### config.mk
export PLATFORM = sky130hd
export DESIGN_NAME = hazard_sequencer_flat
export DESIGN_NICKNAME = d
export VERILOG_FILES = /design/src/rtl/riscv_pkg.sv /design/src/rtl/hazard_sequencer_if.sv /design/src/rtl/load_use_detect.sv /design/src/rtl/hazard_sequencer.sv /design/src/flat_wrapper.sv
export SDC_FILE = /design/constraint.sdc
export NUM_CORES = 1
export LEC_CHECK = 0
export ABC_CLOCK_PERIOD_IN_PS = 2300
export CORE_UTILIZATION = 39
export CTS_CLUSTER_SIZE = 12
export DETAILED_ROUTE_END_ITERATION = 8
export PLACE_DENSITY = 0.81
export SLEW_MARGIN = 20
export SYNTH_ARGS = -nofsm -noshare
export SYNTH_HDL_FRONTEND = slang
export SYNTH_SLANG_ARGS = --single-unit
### constraint.sdc
create_clock -name clk -period 2.3 [get_ports clk]
set_input_delay 0.46 -clock clk [delete_from_list [all_inputs] [get_ports clk]]
set_output_delay 0.46 -clock clk [all_outputs]
set_load 0.02 [all_outputs]
### src/rtl/riscv_pkg.sv
// Shared pipeline definitions: register-index width, base opcodes and the
// hazard sequencer FSM state encoding.
package riscv_pkg;

  localparam int REG_W = 5;

  localparam logic [6:0] OPC_LOAD   = 7'b0000011;
  localparam logic [6:0] OPC_STORE  = 7'b0100011;
  localparam logic [6:0] OPC_BRANCH = 7'b1100011;
  localparam logic [6:0] OPC_JALR   = 7'b1100111;
  localparam logic [6:0] OPC_JAL    = 7'b1101111;
  localparam logic [6:0] OPC_OP     = 7'b0110011;
  localparam logic [6:0] OPC_OP_IMM = 7'b0010011;

  typedef enum logic [1:0] {
    ST_RUN      = 2'd0,
    ST_MEM_WAIT = 2'd1,
    ST_ERR      = 2'd2
  } hz_state_e;

  // x0 is hard-wired to zero, so a load targeting it never creates a dependency.
  function automatic logic is_x0(input logic [REG_W-1:0] idx);
    return idx == {REG_W{1'b0}};
  endfunction

endpackage

### src/rtl/hazard_sequencer_if.sv
// Hazard-unit bundle between pipeline (master) and hazard sequencer (slave).
// stall_count exists only when STALL_COUNT_EN is defined.
interface hazard_sequencer_if #(
  parameter int CNT_W = 32
);
  import riscv_pkg::*;

  logic [REG_W-1:0] id_rs1;
  logic [REG_W-1:0] id_rs2;
  logic [REG_W-1:0] ex_rd;
  logic             ex_memread;
  logic             ex_branch_taken;
  logic             mem_req;
  logic             mem_ready;
  logic             stall;
  logic             pc_write;
  logic             ifid_write;
  logic             ifid_flush;
  logic             idex_flush;
  logic             freeze;
  logic             mem_err;
`ifdef STALL_COUNT_EN
  logic [CNT_W-1:0] stall_count;
`endif

  modport master (
    output id_rs1, id_rs2, ex_rd, ex_memread, ex_branch_taken, mem_req, mem_ready,
`ifdef STALL_COUNT_EN
    input  stall_count,
`endif
    input  stall, pc_write, ifid_write, ifid_flush, idex_flush, freeze, mem_err
  );

  modport slave (
    input  id_rs1, id_rs2, ex_rd, ex_memread, ex_branch_taken, mem_req, mem_ready,
`ifdef STALL_COUNT_EN
    output stall_count,
`endif
    output stall, pc_write, ifid_write, ifid_flush, idex_flush, freeze, mem_err
  );

endinterface

### src/rtl/load_use_detect.sv
// Combinational load-use comparator: a load in EX whose rd feeds the ID instruction.
module load_use_detect
  import riscv_pkg::*;
(
  input  logic [REG_W-1:0] id_rs1,
  input  logic [REG_W-1:0] id_rs2,
  input  logic [REG_W-1:0] ex_rd,
  input  logic             ex_memread,
  output logic             hazard
);

  assign hazard = ex_memread && !is_x0(ex_rd) &&
                  ((ex_rd == id_rs1) || (ex_rd == id_rs2));

endmodule

### src/rtl/hazard_sequencer.sv
// Pipeline hazard sequencer: load-use stall, branch flush, memory-wait freeze
// with timeout. Define STALL_COUNT_EN to build the saturating stall counter.
module hazard_sequencer
  import riscv_pkg::*;
#(
  parameter int MEM_TIMEOUT = 16,
  parameter int CNT_W       = 32
) (
  input  logic              clk,
  input  logic              reset,
  hazard_sequencer_if.slave hz
);

  localparam int WAIT_W = $clog2(MEM_TIMEOUT + 1);
  localparam logic [WAIT_W:0] TIMEOUT = (WAIT_W + 1)'(MEM_TIMEOUT);

  hz_state_e         state;
  logic [WAIT_W-1:0] wait_cnt;
  logic [WAIT_W:0]   wait_inc;
  logic              mem_err;
  logic              load_use;
  logic              frozen;
  logic              stall, pc_write, ifid_write, ifid_flush, idex_flush, freeze;

  load_use_detect u_load_use (
    .id_rs1     (hz.id_rs1),
    .id_rs2     (hz.id_rs2),
    .ex_rd      (hz.ex_rd),
    .ex_memread (hz.ex_memread),
    .hazard     (load_use)
  );

  assign wait_inc = {1'b0, wait_cnt} + {{WAIT_W{1'b0}}, 1'b1};

  // FSM: an access that misses its first cycle is timed; timeout locks into ERR.
  always_ff @(posedge clk or posedge reset) begin
    if (reset) begin
      state    <= ST_RUN;
      wait_cnt <= '0;
      mem_err  <= 1'b0;
    end else begin
      case (state)
        ST_RUN: begin
          if (hz.mem_req && !hz.mem_ready) begin
            state    <= ST_MEM_WAIT;
            wait_cnt <= WAIT_W'(1);
          end
        end
        ST_MEM_WAIT: begin
          if (hz.mem_ready) begin
            state    <= ST_RUN;
            wait_cnt <= '0;
          end else if (wait_inc >= TIMEOUT) begin
            state    <= ST_ERR;
            mem_err  <= 1'b1;
            wait_cnt <= wait_inc[WAIT_W-1:0];
          end else begin
            wait_cnt <= wait_inc[WAIT_W-1:0];
          end
        end
        ST_ERR: begin
          mem_err <= 1'b1;
        end
        default: begin
          state   <= ST_ERR;
          mem_err <= 1'b1;
        end
      endcase
    end
  end

  // Mealy outputs; priority is reset, freeze, branch flush, then load-use.
  always_comb begin
    stall      = 1'b0;
    pc_write   = 1'b1;
    ifid_write = 1'b1;
    ifid_flush = 1'b0;
    idex_flush = 1'b0;
    freeze     = 1'b0;
    case (state)
      ST_RUN:      frozen = hz.mem_req && !hz.mem_ready;
      ST_MEM_WAIT: frozen = !hz.mem_ready;
      default:     frozen = 1'b1;
    endcase
    if (reset) begin
      stall      = 1'b1;
      pc_write   = 1'b0;
      ifid_write = 1'b0;
    end else if (frozen) begin
      freeze     = 1'b1;
      pc_write   = 1'b0;
      ifid_write = 1'b0;
    end else if (hz.ex_branch_taken) begin
      ifid_flush = 1'b1;
      idex_flush = 1'b1;
    end else if (load_use) begin
      stall      = 1'b1;
      pc_write   = 1'b0;
      ifid_write = 1'b0;
    end else begin
      stall      = 1'b0;
    end
  end

  assign hz.stall      = stall;
  assign hz.pc_write   = pc_write;
  assign hz.ifid_write = ifid_write;
  assign hz.ifid_flush = ifid_flush;
  assign hz.idex_flush = idex_flush;
  assign hz.freeze     = freeze;
  assign hz.mem_err    = mem_err;

`ifdef STALL_COUNT_EN
  logic [CNT_W-1:0] stall_count;

  // Saturating count of cycles lost to a bubble or a freeze.
  always_ff @(posedge clk or posedge reset) begin
    if (reset) begin
      stall_count <= '0;
    end else if ((stall || freeze) && (stall_count != {CNT_W{1'b1}})) begin
      stall_count <= stall_count + CNT_W'(1);
    end else begin
      stall_count <= stall_count;
    end
  end

  assign hz.stall_count = stall_count;
`endif

endmodule

### src/flat_wrapper.sv
// flat-port wrapper written by rule: the top's interface ports become plain ports
module hazard_sequencer_flat import riscv_pkg::*;
#(
  parameter int MEM_TIMEOUT = 16,
  parameter int CNT_W       = 32
)
  (clk, reset, hz_id_rs1, hz_id_rs2, hz_ex_rd, hz_ex_memread, hz_ex_branch_taken, hz_mem_req, hz_mem_ready, hz_stall, hz_pc_write, hz_ifid_write, hz_ifid_flush, hz_idex_flush, hz_freeze, hz_mem_err);
  hazard_sequencer_if #(.CNT_W(CNT_W)) hz_i ();
  input  logic clk;
  input  logic reset;
  input wire logic [$bits(hz_i.id_rs1)-1:0] hz_id_rs1;
  input wire logic [$bits(hz_i.id_rs2)-1:0] hz_id_rs2;
  input wire logic [$bits(hz_i.ex_rd)-1:0] hz_ex_rd;
  input wire logic [$bits(hz_i.ex_memread)-1:0] hz_ex_memread;
  input wire logic [$bits(hz_i.ex_branch_taken)-1:0] hz_ex_branch_taken;
  input wire logic [$bits(hz_i.mem_req)-1:0] hz_mem_req;
  input wire logic [$bits(hz_i.mem_ready)-1:0] hz_mem_ready;
  output wire logic [$bits(hz_i.stall)-1:0] hz_stall;
  output wire logic [$bits(hz_i.pc_write)-1:0] hz_pc_write;
  output wire logic [$bits(hz_i.ifid_write)-1:0] hz_ifid_write;
  output wire logic [$bits(hz_i.ifid_flush)-1:0] hz_ifid_flush;
  output wire logic [$bits(hz_i.idex_flush)-1:0] hz_idex_flush;
  output wire logic [$bits(hz_i.freeze)-1:0] hz_freeze;
  output wire logic [$bits(hz_i.mem_err)-1:0] hz_mem_err;
  assign hz_i.id_rs1 = hz_id_rs1;
  assign hz_i.id_rs2 = hz_id_rs2;
  assign hz_i.ex_rd = hz_ex_rd;
  assign hz_i.ex_memread = hz_ex_memread;
  assign hz_i.ex_branch_taken = hz_ex_branch_taken;
  assign hz_i.mem_req = hz_mem_req;
  assign hz_i.mem_ready = hz_mem_ready;
  assign hz_stall = hz_i.stall;
  assign hz_pc_write = hz_i.pc_write;
  assign hz_ifid_write = hz_i.ifid_write;
  assign hz_ifid_flush = hz_i.ifid_flush;
  assign hz_idex_flush = hz_i.idex_flush;
  assign hz_freeze = hz_i.freeze;
  assign hz_mem_err = hz_i.mem_err;
  hazard_sequencer #(.MEM_TIMEOUT(MEM_TIMEOUT), .CNT_W(CNT_W)) u_core (.clk(clk), .reset(reset), .hz(hz_i));
endmodule
==> impl.org, run 1 <==
** Layout
- Non-filler instance count after layout :: 116
- 0 antenna diodes ended up in the layout.
- Area added between synthesis and finish :: 65.9%
- Post-layout nets :: 125
- Counting the fill cells in the layout gives 104.
- Of the cells placed in the final design, the portion with a size suffix greater than 1 is 25.7%.

** Worst setup path
- In this run the worst setup path terminates at hz_ifid_write.
- Kind of capture point of the worst setup path :: primary output
- Critical path arrival :: 1790 ps
- Startpoint Class :: input port
- The critical path starts at hz_ex_rd[4].
- Endpoint of the lowest-slack register-to-register path :: u_core.hz.mem_err$_DFFE_PP0P_
- Biggest fanout along the worst timing path :: 2
- The critical path is of the in -> out type.
- The worst register-to-register path has a setup slack of 770 ps.
- Measured in cells, the most critical reg-to-reg path has a length of 5.
- The startpoint identified for the worst register-to-register timing path is u_core.wait_cnt[0]$_DFFE_PP0P_.
- STA puts the critical path data required time at 1840 ps.

** Timing
- Min Tclk post-route :: 2250 ps
- Max-Slew Margin vs Limit :: 76.0%
- Final setup vio count :: 0
- The number of hold-slack violations in the final timing report was 0.
- Worst clock skew :: 1.25 ps
- Across all setup checks in the final design, the least slack found is 50.1 ps.
- Timing would allow up to 0.444 GHz.
- Dividing the final minimum period by the clock period gives 97.8%.
- The number of max-slew violations in the final report was 0.
- At the pin with the least slew margin, the transition time is 360 ps.

** Run status
- The run finished with clean final reports.

** CTS
- Hold_buf cts :: 0
- Number of clock sinks :: 8
- The cell sitting at the root of the clock tree is a sky130_fd_sc_hd__clkbuf_4.
- Clock latency on the worst-skew pair, taken at its later pin, is 250 ps.
- Clock buffer count from CTS :: 3
- After clock tree synthesis, the clock-pin slew on the worst setup and hold paths is 50 ps.
- TritonCTS built the clock tree.
- CTS H-tree depth :: 1
- Deepest clock path buffer count :: 2

** Synth
- Number of flip-flops and latches in the synthesized netlist :: 8
- Compound-Gate Fraction of Synth Area :: 20.0%
- Number of warnings printed during yosys synthesis :: 0
- After synthesis, the share of flip-flops with an asynchronous set or reset is 100%.
- Most area-hungry cell type in the Yosys netlist :: sky130_fd_sc_hd__dfrtp_1
- Among all flip-flop cells after synthesis, the most frequent one is sky130_fd_sc_hd__dfrtp_1.
- The commonest cells after synthesis are sky130_fd_sc_hd__xnor2_1 (10), sky130_fd_sc_hd__dfrtp_1 (8), sky130_fd_sc_hd__nor2_1 (7).
- The synthesized netlist devotes 2.16% of its cell area to adder and majority cells.
- After synthesis, the cell types taking the most area are sky130_fd_sc_hd__dfrtp_1 (34%), sky130_fd_sc_hd__xnor2_1 (15%), sky130_fd_sc_hd__nor2_1 (4.5%).
- Area share of and/or/nand/nor cells after synthesis :: 21.3%
- Number of library cell types mapped by synthesis :: 29
- Sequential cell area fraction in the yosys report :: 34.5%
- Post-Synthesis Cells :: 66
- Leading cell type by number of instances after synthesis :: sky130_fd_sc_hd__xnor2_1
- After synthesis, the largest family of logic cells by area is simple AND/OR/NAND/NOR gates.
- Mapped cell area :: 581 um^2
- Area share of the largest cell type after synthesis :: 34.5%
- Xor and xnor fraction of the mapped netlist area :: 15.1%
- Counting every net in the synthesized netlist gives 88.
- Each instance of the synthesized netlist takes up on average 8.80 um^2.
- In this run, synthesis inferred 0 flip-flops with an integrated enable.
- Proportion of synthesized area in mux cells :: 1.72%

** Flow run
- Number of maximum-capacitance constraint violations :: 0

** Global routing
- For met1 alone, demand over resource in global routing was 16.6%.
- Global routing usage on met2 :: 45.2%
- Global routing consumed, on the met3 layer, 5.56% of the routing resources.
- For this run, the total global-route usage over all layers was measured as 21.4%.
- The total overflow left after global routing is 0.
- The number of global-route vias before repair came to 578.
- First-pass GRT wire length :: 2190 um
- Number of antenna violations at the first check in global routing :: 0
- Most used routing layer in global routing :: met2
- Pin count of the biggest net entering global routing :: 11

** Routing
- DR vias :: 627
- Wires add up to 1660 um.
- In this run, the number of DRC markers left after iteration 0 of detailed routing was 6.
- Drc violations :: 0
- Using the TritonRoute via totals, the vias-per-cell ratio works out to 5.41.
- The pre-antenna-repair detailed-routing pass consisted of 3 iterations.
- Remaining number of nets flagged by the antenna check after routing :: 0
- Average wire per standard cell :: 14.3 um

** Placement
- Before CTS, the worst setup slack after placement is -717 ps.
- Counting tap cells, the placed design contains a total of 112 instances.
- Port bufs :: 27
- Global placement routability congestion :: 0.773
- Once detailed placement completed, the half-perimeter wirelength came to 1230 um.

** Die
- Number of rows in the core area :: 13
- Die outline height :: 40.6 um
- Die outline area :: 1650 um^2
- The total area inside the core boundary comes to 1350 um^2.
- For this configuration, the core starts out at a cell density of 43.0%.
- Boundary Pins :: 28
- Horizontal die dimension :: 40.6 um

** Pwr
- Highest ir drop seen on vdd :: 0.000328 V
- Of the total power, the share spent switching nets is 29.1%.
- The analysis attributes to net switching a power of 0.000117 W.
- The share of total power dissipated in the clock network is 25.8%.
- Cell internal power was estimated by the tool at 0.000284 W.
- Combinational logic is responsible for 33.5% of the overall power.
- Seq pwr share :: 40.8%
- Power density relative to cell area :: 416 nW/um^2
- Static Leakage :: 0.506 nW

** Min path
- Hold path depth :: 1
- In this run the worst hold path is classified as reg -> reg.
-- per-layer routing --
metal	up-vias	routed length (um)
met5	-	0
li1	305	-
met1	296	548
met3	4	167
met2	22	928
met4	0	16
-- registers in the layout, indices dropped and copies added, names as in the netlist --
signal / cells
u_core.hz.mem_err: 1
u_core.state: 2
u_core.wait_cnt: 5
-- placed cells by master (no fill, tap or decap), types with 2 or more instances in the layout --
cell type and n:
sky130_fd_sc_hd__xnor2_1 10, sky130_fd_sc_hd__dlymetal6s2s_1 10, sky130_fd_sc_hd__buf_4 10, sky130_fd_sc_hd__dfrtp_1 8
sky130_fd_sc_hd__clkdlybuf4s50_1 6, sky130_fd_sc_hd__nor2_1 5, sky130_fd_sc_hd__nand3_1 4, sky130_fd_sc_hd__nand2_1 4
sky130_fd_sc_hd__inv_1 3, sky130_fd_sc_hd__o21ai_0 3, sky130_fd_sc_hd__clkbuf_4 3, sky130_fd_sc_hd__buf_2 3
sky130_fd_sc_hd__nor2b_1 2, sky130_fd_sc_hd__o41ai_1 2, sky130_fd_sc_hd__nor3_1 2, sky130_fd_sc_hd__a21boi_0 2
sky130_fd_sc_hd__nor2_2 2, sky130_fd_sc_hd__dlygate4sd2_1 2, sky130_fd_sc_hd__clkbuf_2 2
-- area by class of cell --
cell class              instances  area (um^2)  area share (%)
clock buffers                   3         22.5            2.34
inverters                       3         11.3            1.17
multi-input cells              52          387            40.1
flip-flops and latches          8          200            20.8
well taps                      15         18.8            1.95
repair buffers                 35          324            33.6
-- logic make-up after synthesis --
group,Yosys count
AO/OA/AOI/OAI,15
XOR/XNOR,10
adder cells (fa/ha/maj),1
buffers and inverters,6
flip-flops,8
multiplexers,1
AND/OR/NAND/NOR,25
-- power groups by stage --
stage / Clock (W) / Sequential (W) / Combinational, W
after floorplan: 0 / 0.000162 / 0.0000653
after global routing: 0.000114 / 0.000164 / 0.000148
after global placement: 0 / 0.000164 / 0.000130
after detailed placement: 0 / 0.000164 / 0.000134
final: 0.000103 / 0.000163 / 0.000134
after CTS: 0.000108 / 0.000162 / 0.000133
-- stage by stage --
step                      power [W]  utilization, %  cell area, um^2  hold WS (ps)  setup TNS (ps)
after global placement     0.000295            67.8              916           454           -2540
after floorplan            0.000227               -              593           281               0
final                      0.000400            71.4              963           486               0
after CTS                  0.000403            69.4              937           498           -23.5
after global routing       0.000425            71.4              963           496           -19.6
after detailed placement   0.000299            67.8              916           460           -2820
-- worst min path at each step --
| stage | from | end | slack, ps |
|---|---|---|---|
| 2_1_floorplan | reset | u_core.hz.mem_err$_DFFE_PP0P_ | 280 |
| 3_3_place_gp | u_core.hz.mem_err$_DFFE_PP0P_ | u_core.hz.mem_err$_DFFE_PP0P_ | 450 |
| 3_5_place_dp | u_core.hz.mem_err$_DFFE_PP0P_ | u_core.hz.mem_err$_DFFE_PP0P_ | 460 |
| 4_1_cts | u_core.hz.mem_err$_DFFE_PP0P_ | u_core.hz.mem_err$_DFFE_PP0P_ | 500 |
| 5_1_grt | u_core.hz.mem_err$_DFFE_PP0P_ | u_core.hz.mem_err$_DFFE_PP0P_ | 500 |
| 6_report | u_core.hz.mem_err$_DFFE_PP0P_ | u_core.hz.mem_err$_DFFE_PP0P_ | 490 |
-- worst max-delay path, stage by stage --
cell and delay [ps]:
sky130_fd_sc_hd__buf_6 90, sky130_fd_sc_hd__or4_1 540, sky130_fd_sc_hd__nor2_2 110, sky130_fd_sc_hd__nor3b_2 70, sky130_fd_sc_hd__a2111oi_4 310, sky130_fd_sc_hd__buf_4 200
-- timing repair --
action | CTS | global route
setup endpoints to repair | 6 | 5
setup buffers | 1 | 0
pin swaps | 5 | 9
resized for setup | 36 | 15
No activity file was read; power rests on OpenSTA's default activity.
==> run 2: changes to the inputs <==
ABC_CLOCK_PERIOD_IN_PS = 2700   (was 2300)
CORE_UTILIZATION = 42   (was 39)
PLACE_DENSITY = 0.86   (was 0.81)
clock period = 2.7 ns   (was 2.3 ns; I/O delays follow)
==> impl.org, run 2 (synthesis results as in run 1) <==
** Run status
- The run finished with clean final reports.

** Global routing
- The number of antenna violations at the first check in global routing was 0 (unchanged).
- GRT Total Usage :: 21.3% (-0.19 points)
- First-pass GRT wire length :: 2170 um (-1.3%)
- Leftover overflow at the end of global routing :: 0 (unchanged)
- Vias in the first global route :: 587 (+1.6%)
- Pin count of the biggest net entering global routing :: 11 (unchanged)

** Routing
- Drc violations :: 0 (unchanged)
- Remaining number of nets flagged by the antenna check after routing :: 0 (unchanged)
- Post-detailed-routing wire length :: 1560 um (-5.9%)
- The number of iterations in the first detailed-routing pass was 4 (+1).
- The count of vias placed by the detailed router came to 621 (-0.96%).
- Via-per-instance ratio :: 5.45 (+0.78%)
- Violation count after the first detailed-route iteration :: 5 (-1)
- Average wire per standard cell :: 13.7 um (-4.3%)

** Placement
- The instance area at placement is 896 um^2 (-2.2%).
- DPL Wire Length :: 1210 um (-2.0%)
- Port bufs :: 27 (unchanged)
- Global placement routability congestion :: 0.730 (-5.6%)

** Flow run
- Number of maximum-capacitance constraint violations :: 0 (unchanged)

** Worst setup path
- Crit-path cells :: dlygate4sd2_1, or4_1, nor2_2, nor3b_2, a2111oi_4, buf_4
- Reg2reg start :: u_core.wait_cnt[0]$_DFFE_PP0P_
- The maximum fanout along the worst path was 2 (unchanged).
- The data arrival time of the worst path is 2060 ps (+270 ps).
- On the critical path, the stage with the largest delay is an instance of sky130_fd_sc_hd__or4_1.
- The required time of the worst setup path came to 2160 ps (+320 ps).
- The maximum cell stage delay along the critical path was 530 ps (about the same).
- Critical path class :: in -> out
- Kind of capture point of the worst setup path :: primary output
- Startpoint Class :: input port
- The most critical setup path has its startpoint at hz_ex_rd[4].

** Timing
- Worst clock skew :: 2.58 ps (+1.33 ps)
- The slew at the pin closest to its max-slew limit was 384 ps (+24.0 ps).
- The number of setup violations in the final report came to 0 (unchanged).
- The number of hold-slack violations in the final timing report is 0 (unchanged).
- Share of the cycle needed by the critical path after routing :: 96.5%
- For this run, the top clock speed supported by timing is 0.384 GHz.
- Worst Hold Margin :: 478 ps (-7.97 ps)
- Max-Slew Margin vs Limit :: 74.4% (-1.6 points)
- Max-slew violations :: 0 (unchanged)
- Setup repair after global routing missed its margin :: no
- Subtracting the final worst setup slack from the clock period gives 2600 ps.

** Layout
- Fraction of final layout cells with drive strength greater than 1 :: 20.2% (-5.5 points)
- Post-layout nets :: 123 (-1.6%)
- The total inserted antenna cells came to 0 (unchanged).
- u_core.wait_cnt holds more flip-flops than any other register.
- Top flop regs :: u_core.wait_cnt: 5 flops, u_core.state: 2 flops, u_core.hz.mem_err: 1 flops
- Count of fill cells added during filler insertion :: 114 (+9.6%)
- Leaving out fill and tap cells, the most frequent cell in the layout is sky130_fd_sc_hd__clkdlybuf4s50_1.
- The final design instance area without fill was 943 um^2 (-2.1%).
- Top library cells by usage in the layout, fill and taps aside :: sky130_fd_sc_hd__clkdlybuf4s50_1 (18), sky130_fd_sc_hd__xnor2_1 (10), sky130_fd_sc_hd__buf_4 (8), sky130_fd_sc_hd__dfrtp_1 (8)
- Max reg flops :: 5 (unchanged)
- Area added between synthesis and finish :: 62.5%

** CTS
- Deepest clock path buffer count :: 2 (unchanged)
- The clock latency of the later-clocked register in the worst-skew pair came to 260 ps (about the same).
- In this run the clock root is driven by a sky130_fd_sc_hd__clkbuf_4.
- CTS clock-pin slew for the worst setup and hold paths :: 50 ps (about the same)
- Clock buffer count from CTS :: 3 (unchanged)
- The number of post-CTS setup repair buffers is 0 (-1).
- The H-tree depth reported by CTS is 1 (unchanged).
- The number of buffers inserted for hold repair after clock tree synthesis is 0 (unchanged).
- The total number of clock tree sinks came to 8 (unchanged).
- Clock tree from TritonCTS :: built

** Die
- The initial cell density of the core was 44.6% (+1.6 points).
- The number of top-level pins is 28 (unchanged).
- The placeable core area was 1300 um^2 (-3.6%).
- The full die area was 1540 um^2 (-6.8%).
- The width of the chip was 39.2 um (-3.4%).
- Die outline height :: 39.2 um (-3.4%)
- The number of cell rows was 13 (unchanged).

** Pwr
- The combinational share of power was 32.9% (-0.6 points).
- Power share of the clock group :: 26.5% (+0.7 points)
- Seq pwr share :: 40.6% (-0.2 points)
- NetSw :: 0.0000988 W (-15%)
- The static leakage power was 0.440 nW (-13%).
- Highest ir drop seen on vdd :: 0.000386 V (+17%)
- The internal power of the cells was 0.000244 W (-14%).
- Power density relative to cell area :: 364 nW/um^2 (-12%)
- The net switching share of the total power came to 28.8% (-0.31 points).

** Min path
- Worst hold path class :: reg -> reg
- In this run the most critical hold path is launched from u_core.hz.mem_err$_DFFE_PP0P_.
run 2: metal layers:
layer	GRT usage, %	share of wire [%]	vias to the layer above
li1	-	-	299
met1	17.6	34	288
met2	43.3	53	32
met3	6.94	11	2
met4	9.48	0.77	0
met5	0	0	-
run 2: path summary, 6_finish.rpt:
path | slack [ps] | cells past startpoint | endpoint
setup reg to reg | 1170 | 5 | u_core.hz.mem_err$_DFFE_PP0P_
hold / removal | 480 | 1 | u_core.hz.mem_err$_DFFE_PP0P_
hold reg to reg | 480 | 1 | u_core.hz.mem_err$_DFFE_PP0P_
setup / recovery | 100 | 6 | hz_ifid_write
max in group asynchronous | 1860 | 3 | u_core.state[1]$_DFFE_PP0P_
min in group asynchronous | 720 | 3 | u_core.wait_cnt[3]$_DFFE_PP0P_
run 2: area by class of cell:
type                       instances  area (um^2)  area share, %
tap                               15         18.8           1.99
multi-input combinational         52          382           40.5
sequential                         8          200           21.2
inverter                           3         11.3           1.19
timing repair buffer              33          309           32.8
clock buffer                       3         22.5           2.39
run 2: per-stage QoR:
stage          util [%]  setup WS (ps)  power (W)  setup TNS, ps  cells
2_1_floorplan         -           25.9   0.000192              0     66
5_1_grt            72.5           36.5   0.000365              0    114
3_5_place_dp       68.8           -577   0.000252          -1440    111
3_3_place_gp       68.8           -551   0.000248          -1360    111
4_1_cts            70.3          0.575   0.000343              0    114
6_report           72.5           95.2   0.000343              0    114
run 2: power by group through the flow:
stage          logic (W)  registers [W]  clock network, W
2_1_floorplan  0.0000539       0.000138                 0
6_report        0.000113       0.000139         0.0000910
3_3_place_gp    0.000108       0.000140                 0
5_1_grt         0.000123       0.000140          0.000101
3_5_place_dp    0.000112       0.000140                 0
4_1_cts         0.000110       0.000138         0.0000943
run 2: repair_timing:
| item | CTS | global route |
|---|---|---|
| setup endpoints to repair | 3 | 5 |
| pin swaps | 4 | 4 |
| resized for setup | 16 | 11 |
run 2: critical path: cells and delay by family:
family	cells	cell delay (ps)
simple gates	3	710
compound gates	1	370
buf+inv	2	440
